## src/rtl/uart_pkg.sv

```systemverilog
// Shared register map, STATUS/CTRL bit positions and serializer state encoding
// for the memory-mapped UART transmitter.
package uart_pkg;

    localparam logic [1:0] ADDR_DATA   = 2'd0;
    localparam logic [1:0] ADDR_STATUS = 2'd1;
    localparam logic [1:0] ADDR_CTRL   = 2'd2;
    localparam logic [1:0] ADDR_DIV    = 2'd3;

    localparam int ST_BUSY  = 0;
    localparam int ST_EMPTY = 1;
    localparam int ST_FULL  = 2;
    localparam int ST_OVF   = 3;
    localparam int ST_COUNT = 4;

    localparam int CTRL_TX_EN  = 0;
    localparam int CTRL_IRQ_EN = 1;
    localparam int CTRL_PAR_EN = 2;
    localparam int CTRL_ODD    = 3;

    typedef enum logic [2:0] {
        TX_IDLE,
        TX_START,
        TX_DATA,
        TX_PARITY,
        TX_STOP
    } tx_state_e;

endpackage

```

## src/rtl/uart_tx_fifo.sv

```systemverilog
// Power-of-two TX FIFO with combinational head read; a push into a full FIFO
// is accepted only when a pop happens in the same cycle. Reset flushes it.
module uart_tx_fifo #(
    parameter int DEPTH = 16,
    parameter int WIDTH = 8
) (
    input  logic                     i_clk,
    input  logic                     i_reset,
    input  logic                     i_push,
    input  logic [WIDTH-1:0]         i_wdata,
    input  logic                     i_pop,
    output logic [WIDTH-1:0]         o_rdata,
    output logic                     o_full,
    output logic                     o_empty,
    output logic [$clog2(DEPTH):0]   o_count
);
    localparam int AW = $clog2(DEPTH);
    localparam int CW = AW + 1;

    logic [WIDTH-1:0] r_mem [DEPTH];
    logic [AW-1:0]    r_wr_ptr;
    logic [AW-1:0]    r_rd_ptr;
    logic [CW-1:0]    r_count;
    logic             w_push;
    logic             w_pop;

    assign o_full  = (r_count == CW'(DEPTH));
    assign o_empty = (r_count == '0);
    assign o_count = r_count;
    assign o_rdata = r_mem[r_rd_ptr];
    assign w_pop   = i_pop & ~o_empty;
    assign w_push  = i_push & (~o_full | w_pop);

    always_ff @(posedge i_clk) begin
        if (w_push) r_mem[r_wr_ptr] <= i_wdata;
    end

    always_ff @(posedge i_clk) begin
        if (i_reset) begin
            r_wr_ptr <= '0;
            r_rd_ptr <= '0;
            r_count  <= '0;
        end else begin
            if (w_push) r_wr_ptr <= r_wr_ptr + AW'(1);
            if (w_pop)  r_rd_ptr <= r_rd_ptr + AW'(1);
            case ({w_push, w_pop})
                2'b10:   r_count <= r_count + CW'(1);
                2'b01:   r_count <= r_count - CW'(1);
                default: r_count <= r_count;
            endcase
        end
    end

endmodule

```

## src/rtl/uart_tx_mmio.sv

```systemverilog
// MMIO UART transmitter: DATA/STATUS/CTRL/DIV registers, TX FIFO, divisor-timed serializer, TX-done irq.
// Optional UART_PARITY_EN adds CTRL[2]=par_en, CTRL[3]=odd and a parity bit ahead of STOP.
module uart_tx_mmio
    import uart_pkg::*;
#(
    parameter int DATA_BITS   = 8,
    parameter int FIFO_DEPTH  = 16,
    parameter int DIV_W       = 16,
    parameter int DEFAULT_DIV = 868
) (
    input  logic        i_clk,
    input  logic        i_reset,
    input  logic        i_cs,
    input  logic        i_wr,
    input  logic [1:0]  i_addr,
    input  logic [31:0] i_wdata,
    output logic [31:0] o_rdata,
    output logic        o_tx,
    output logic        o_irq
);
    localparam int CNT_W = $clog2(FIFO_DEPTH) + 1;
    localparam int BIT_W = $clog2(DATA_BITS);
`ifdef UART_PARITY_EN
    localparam logic [3:0] CTRL_MASK = 4'hF;
`else
    localparam logic [3:0] CTRL_MASK = 4'h3;
`endif

    tx_state_e            r_state;
    logic [3:0]           r_ctrl;
    logic [DIV_W-1:0]     r_div;
    logic [DIV_W-1:0]     r_bit_div;
    logic [DIV_W-1:0]     r_cnt;
    logic [BIT_W-1:0]     r_bit;
    logic [DATA_BITS-1:0] r_shift;
    logic                 r_tx;
    logic                 r_ovf;
    logic                 r_par_en;
    logic                 r_par_bit;
    logic [31:0]          r_rdata;

    logic                 w_push_req;
    logic                 w_pop;
    logic                 w_full;
    logic                 w_empty;
    logic                 w_bit_end;
    logic                 w_busy;
    logic [CNT_W-1:0]     w_count;
    logic [DATA_BITS-1:0] w_head;
    logic [31:0]          w_status;
    logic [31:0]          w_rd_mux;
    logic                 w_unused;

    assign w_unused   = ^i_wdata;
    assign w_push_req = i_cs & i_wr & (i_addr == ADDR_DATA);
    assign w_bit_end  = (r_cnt == r_bit_div - DIV_W'(1));
    assign w_busy     = (r_state != TX_IDLE);
    // The last STOP cycle doubles as the IDLE pop cycle so queued frames run without a gap.
    assign w_pop      = ((r_state == TX_IDLE) | ((r_state == TX_STOP) & w_bit_end))
                        & r_ctrl[CTRL_TX_EN] & ~w_empty;

    assign o_tx    = r_tx;
    assign o_rdata = r_rdata;
    assign o_irq   = r_ctrl[CTRL_IRQ_EN] & w_empty & ~w_busy;

    uart_tx_fifo #(
        .DEPTH (FIFO_DEPTH),
        .WIDTH (DATA_BITS)
    ) u_fifo (
        .i_clk   (i_clk),
        .i_reset (i_reset),
        .i_push  (w_push_req),
        .i_wdata (i_wdata[DATA_BITS-1:0]),
        .i_pop   (w_pop),
        .o_rdata (w_head),
        .o_full  (w_full),
        .o_empty (w_empty),
        .o_count (w_count)
    );

    always_comb begin
        w_status                     = '0;
        w_status[ST_BUSY]            = w_busy;
        w_status[ST_EMPTY]           = w_empty;
        w_status[ST_FULL]            = w_full;
        w_status[ST_OVF]             = r_ovf;
        w_status[ST_COUNT +: CNT_W]  = w_count;
    end

    always_comb begin
        w_rd_mux = '0;
        case (i_addr)
            ADDR_STATUS: w_rd_mux = w_status;
            ADDR_CTRL:   w_rd_mux = 32'(r_ctrl);
            ADDR_DIV:    w_rd_mux = 32'(r_div);
            default:     w_rd_mux = '0;
        endcase
    end

    always_ff @(posedge i_clk) begin
        if (i_reset) begin
            r_ctrl  <= '0;
            r_div   <= DIV_W'(DEFAULT_DIV);
            r_ovf   <= 1'b0;
            r_rdata <= '0;
        end else begin
            if (w_push_req & w_full & ~w_pop) r_ovf <= 1'b1;
            if (i_cs & i_wr) begin
                case (i_addr)
                    ADDR_STATUS: if (i_wdata[ST_OVF]) r_ovf <= 1'b0;
                    ADDR_CTRL:   r_ctrl <= i_wdata[3:0] & CTRL_MASK;
                    ADDR_DIV:    r_div  <= (i_wdata[DIV_W-1:0] == '0) ? DIV_W'(1) : i_wdata[DIV_W-1:0];
                    default:     ;
                endcase
            end
            if (i_cs & ~i_wr) r_rdata <= w_rd_mux;
        end
    end

    always_ff @(posedge i_clk) begin
        if (i_reset) begin
            r_state   <= TX_IDLE;
            r_tx      <= 1'b1;
            r_cnt     <= '0;
            r_bit     <= '0;
            r_shift   <= '0;
            r_bit_div <= DIV_W'(DEFAULT_DIV);
            r_par_en  <= 1'b0;
            r_par_bit <= 1'b0;
        end else begin
            r_cnt <= w_bit_end ? '0 : r_cnt + DIV_W'(1);
            case (r_state)
                TX_IDLE: begin
                    r_tx  <= 1'b1;
                    r_cnt <= '0;
                end
                TX_START: if (w_bit_end) begin
                    r_state <= TX_DATA;
                    r_tx    <= r_shift[0];
                    r_shift <= r_shift >> 1;
                    r_bit   <= '0;
                end
                TX_DATA: if (w_bit_end) begin
                    if (r_bit == BIT_W'(DATA_BITS - 1)) begin
                        if (r_par_en) begin
                            r_state <= TX_PARITY;
                            r_tx    <= r_par_bit;
                        end else begin
                            r_state <= TX_STOP;
                            r_tx    <= 1'b1;
                        end
                    end else begin
                        r_bit   <= r_bit + BIT_W'(1);
                        r_tx    <= r_shift[0];
                        r_shift <= r_shift >> 1;
                    end
                end
                TX_PARITY: if (w_bit_end) begin
                    r_state <= TX_STOP;
                    r_tx    <= 1'b1;
                end
                TX_STOP: if (w_bit_end) r_state <= TX_IDLE;
                default: r_state <= TX_IDLE;
            endcase
            // Divisor and parity mode are captured per frame so mid-frame CTRL/DIV writes wait.
            if (w_pop) begin
                r_state   <= TX_START;
                r_tx      <= 1'b0;
                r_cnt     <= '0;
                r_shift   <= w_head;
                r_bit_div <= r_div;
                r_par_en  <= r_ctrl[CTRL_PAR_EN];
                r_par_bit <= (^w_head) ^ r_ctrl[CTRL_ODD];
            end
        end
    end

endmodule

```

## config.mk

```make
export PLATFORM = sky130hd
export DESIGN_NAME = uart_tx_mmio
export DESIGN_NICKNAME = d
export VERILOG_FILES = /design/src/rtl/uart_pkg.sv /design/src/rtl/uart_tx_fifo.sv /design/src/rtl/uart_tx_mmio.sv
export SDC_FILE = /design/constraint.sdc
export NUM_CORES = 1
export LEC_CHECK = 0
export ABC_AREA = 1
export BUFFER_PORTS_ARGS = -buffer_cell sky130_fd_sc_hd__buf_2
export CAP_MARGIN = 20
export CORE_AREA = 2 2 162 164
export DETAILED_ROUTE_END_ITERATION = 6
export DIE_AREA = 0 0 164 166
export SYNTH_ARGS = -nofsm -noshare
export SYNTH_HDL_FRONTEND = slang
export SYNTH_SLANG_ARGS = --single-unit
```

## constraint.sdc

```tcl
create_clock -name i_clk -period 7.5 [get_ports i_clk]
set_clock_uncertainty 0.2 [all_clocks]
set_input_delay 1.875 -clock i_clk [delete_from_list [all_inputs] [get_ports i_clk]]
set_output_delay 1.875 -clock i_clk [all_outputs]
set_load 0.1 [all_outputs]
```

==> results.tsv <==
metric	value	unit
status	complete, no violations	
Final setup viols	0	
most common cell in the netlist	nand2_1	
Overflow after GRT	0	
reg2reg start	r_bit_div[0]	
startpoint types	flop	
die height	166	um
RSZ-0062 raised after global routing	no	
final hold vios	0	
fin crit share	61.45	%
Worst EP required	7.69	ns
Total Routed Length	22.93	mm
crit-path max cell delay	0.56	ns
register area share after synthesis	58.24	%
initial antenna violation count	0	
sw power	601.9	uW
Reg power frac	52.5	%
Crit. Startpoint	r_bit_div[0]	
Top Family by Delay on Critical Path	simple AND/OR/NAND/NOR gates	
htree depth	1	
# nets final	1140	
Slew headroom	27.36	%
Initial DRT Pass Iterations	5	
via count	7343	
PwrDens	230.4	nW/um2
switching share of total power	23.65	%
Inserted Diodes	0	
Iteration-0 DRC Markers	546	
Internal	1944	uW
DP HPWL	14.26	mm
Die X	164	um
P&R area growth vs syn	10.47	%
clock sink count	227	
CTS tree	built	
post-route minimum period	4.609	ns
CP max FO	50	
Critical R2R Capture	u_fifo.o_count[4]	
Clk pwr share	41.0	%
setup bufs post-CTS	0	
Total GRT Usage	17.07	%
layout cells sized above 1	9.437	%
CP max stage cell	inv_2	
die area	27220	um2
Pleak	0.004070	uW
Worst-path clk slew	0.06	ns
post-synth top area share	38.43	%
chain of cells forming the critical path	inv_1 > ha_1 > nand2_2 > nor2_4 > nand2_1 > nand2_1 > nand2_1 > nor2_1 > nand3_2 > o21ai_2 > nand2_2 > inv_2 > ha_1 > ha_1 > a21o_1 > a21oi_1 > inv_1 > a21oi_1 > o21ai_0 > o21ai_0 > a21oi_1	
cell taking the most area after synthesis	edfxtp_1	
setup TNS	0	ns
# hold bufs at CTS	0	
# DRC	0	
Root Buffer	clkbuf_16	
Yosys warnings	0	
worst hold path cell count	2	
worst min-delay path class	reg -> reg	
WP data arrival	4.80	ns
Area contributors post-synth	edfxtp_1, dfxtp_1, nand2_1, nor2_1, o21ai_0	
Mapped Cells	1067	
Register-to-Register Path Depth	21	
num rows	59	
worst hold path endpoint	o_rdata[1]	
FFs w/ async S/R, synth	0	%
vias per cell	5.110	
most used flip-flop cell after synthesis	edfxtp_1	
Yosys reg bits	227	
Post-synth EDFFs	128	
Antenna Violating Nets Remaining	0	
vias in the first global route	6878	
Starting Density	39.05	%
combinational power share	6.5	%
first-pass GRT wire length	36.88	mm
Worst R2R Setup Slack	2.89	ns
Worst Hold Slack	0.2679	ns
mapped cell area	10000	um2
Buffers & Inverters on Critical Path	3	
syn_area_per_cell	9.374	um2
Core Region	25620	um2
worst slew pin tran	1.088	ns
final count of pins violating max slew	0	
PortBufs	39	
Synth cell types	45	
routed length per instance	15.96	um
io pins	72	
max-cap violations	0	
TritonCTS Buffers	23	
post_cts resized	0	
Commonest cells post-synth	nand2_1, nor2_1, edfxtp_1	
Max Freq	0.2170	GHz
worst vdd ir	0.0002051	V
largest net degree at the start of global routing	66	
CP Capture Type	flop	
gpl congestion	0.8018	
Crit Path Category	reg -> reg	
Hold Crit Start	o_rdata[1]	
Clock Latency Late Sink	0.52	ns
Clock Tree Buf Depth	3	
-- layer usage --
| layer | vias to the layer above | wire, um | GRT usage (%) |
|---|---|---|---|
| met3 | 26 | 1050 | 2.398 |
| met1 | 3474 | 10790 | 24.33 |
| met4 | 0 | 420 | 4.577 |
| met5 | - | 0 | 0 |
| li1 | 3684 | - | - |
| met2 | 159 | 10670 | 27.29 |
-- worst reg2reg max path, cell delays in order, from the launching register on --
cell and delay, ns:
dfxtp_1 0.31, inv_1 0.14, ha_1 0.27, nand2_2 0.11, nor2_4 0.18, nand2_1 0.07
nand2_1 0.06, nand2_1 0.05, nor2_1 0.14, nand3_2 0.16, o21ai_2 0.22, nand2_2 0.53
inv_2 0.57, ha_1 0.37, ha_1 0.32, a21o_1 0.19, a21oi_1 0.12, inv_1 0.06
a21oi_1 0.10, o21ai_0 0.11, o21ai_0 0.17, a21oi_1 0.06
-- how the worst max path moves through the flow --
stage / endpoint / slack, ns / depth (start not counted)
2_1_floorplan: o_irq / 2.58 / 5
3_3_place_gp: u_fifo.o_count[4] / 2.79 / 13
3_5_place_dp: u_fifo.o_count[4] / 2.77 / 13
4_1_cts: u_fifo.o_count[4] / 2.86 / 21
5_1_grt: u_fifo.o_count[4] / 2.26 / 21
6_report: u_fifo.o_count[4] / 2.89 / 21
-- metrics by stage --
stage / setup slack, ns / power, uW / std cells / area (um2) / util [%]
2_1_floorplan: 2.575 / 1490 / 1082 / 10060 / -
6_report: 2.891 / 2546 / 1437 / 11050 / 43.13
3_3_place_gp: 2.786 / 1527 / 1398 / 10380 / 40.54
5_1_grt: 2.259 / 2634 / 1437 / 11050 / 43.13
3_5_place_dp: 2.769 / 1529 / 1398 / 10380 / 40.54
4_1_cts: 2.860 / 2571 / 1437 / 11050 / 43.13
-- power groups by stage --
| stage | Sequential [uW] | Clock [uW] | Combinational [uW] |
|---|---|---|---|
| floorplan | 1380 | 0 | 114 |
| global placement | 1360 | 0 | 164 |
| detailed placement | 1360 | 0 | 166 |
| CTS | 1340 | 1070 | 166 |
| global route | 1340 | 1120 | 181 |
| finish | 1340 | 1040 | 166 |
-- state kept, by name (all words and copies together), names as in the netlist, named ones only --
register	flops
u_fifo.r_mem	128
o_rdata	16
r_bit_div	16
r_cnt	16
r_div	16
r_shift	8
u_fifo.o_count	5
u_fifo.r_rd_ptr	4
u_fifo.r_wr_ptr	4
r_bit	3
r_state	3
r_ctrl	2
o_tx	1
r_ovf	1
-- cell type report --
| type | count | area (um2) |
|---|---|---|
| fill | 2471 | 14570 |
| sequential | 227 | 5827 |
| multi-input combinational | 719 | 3622 |
| clock buffer | 34 | 636.9 |
| tap | 335 | 419.2 |
| inverter | 72 | 275.3 |
| timing repair buffer | 45 | 240.2 |
| clock inverter | 5 | 28.78 |
-- cell usage in the layout (no fill, tap or decap), types with 4 or more instances in the layout --
cell	instances
xnor2_1	8
nand2_2	10
buf_4	6
nor4_1	7
clkbuf_16	23
conb_1	16
clkinv_2	4
o22ai_1	7
nor2_1	157
ha_1	13
a32o_1	4
nand3b_1	6
o221ai_1	23
o211ai_1	5
buf_2	39
o21ai_1	5
nor3b_1	5
edfxtp_1	128
a21oi_1	62
xor2_1	13
a22oi_1	7
a31oi_1	8
nor2_2	6
inv_1	67
o21ai_0	91
nor3_1	16
nand2_1	176
dfxtp_1	98
nand3_1	56
clkbuf_1	9
-- logic make-up (layout without fill, tap and decap cells) --
group                    count (synthesis)  in the layout  share of synthesized area [%]
AND/OR/NAND/NOR                        452            452                          19.48
flip-flops                             227            227                          58.24
AO/OA/AOI/OAI                          216            216                          12.47
buffers and inverters                  136            156                          6.105
XOR/XNOR                                21             21                          1.839
adder cells (fa/ha/maj)                 14             14                          1.826
other                                    1             16                        0.03749
No activity file was read; power rests on OpenSTA's default activity.
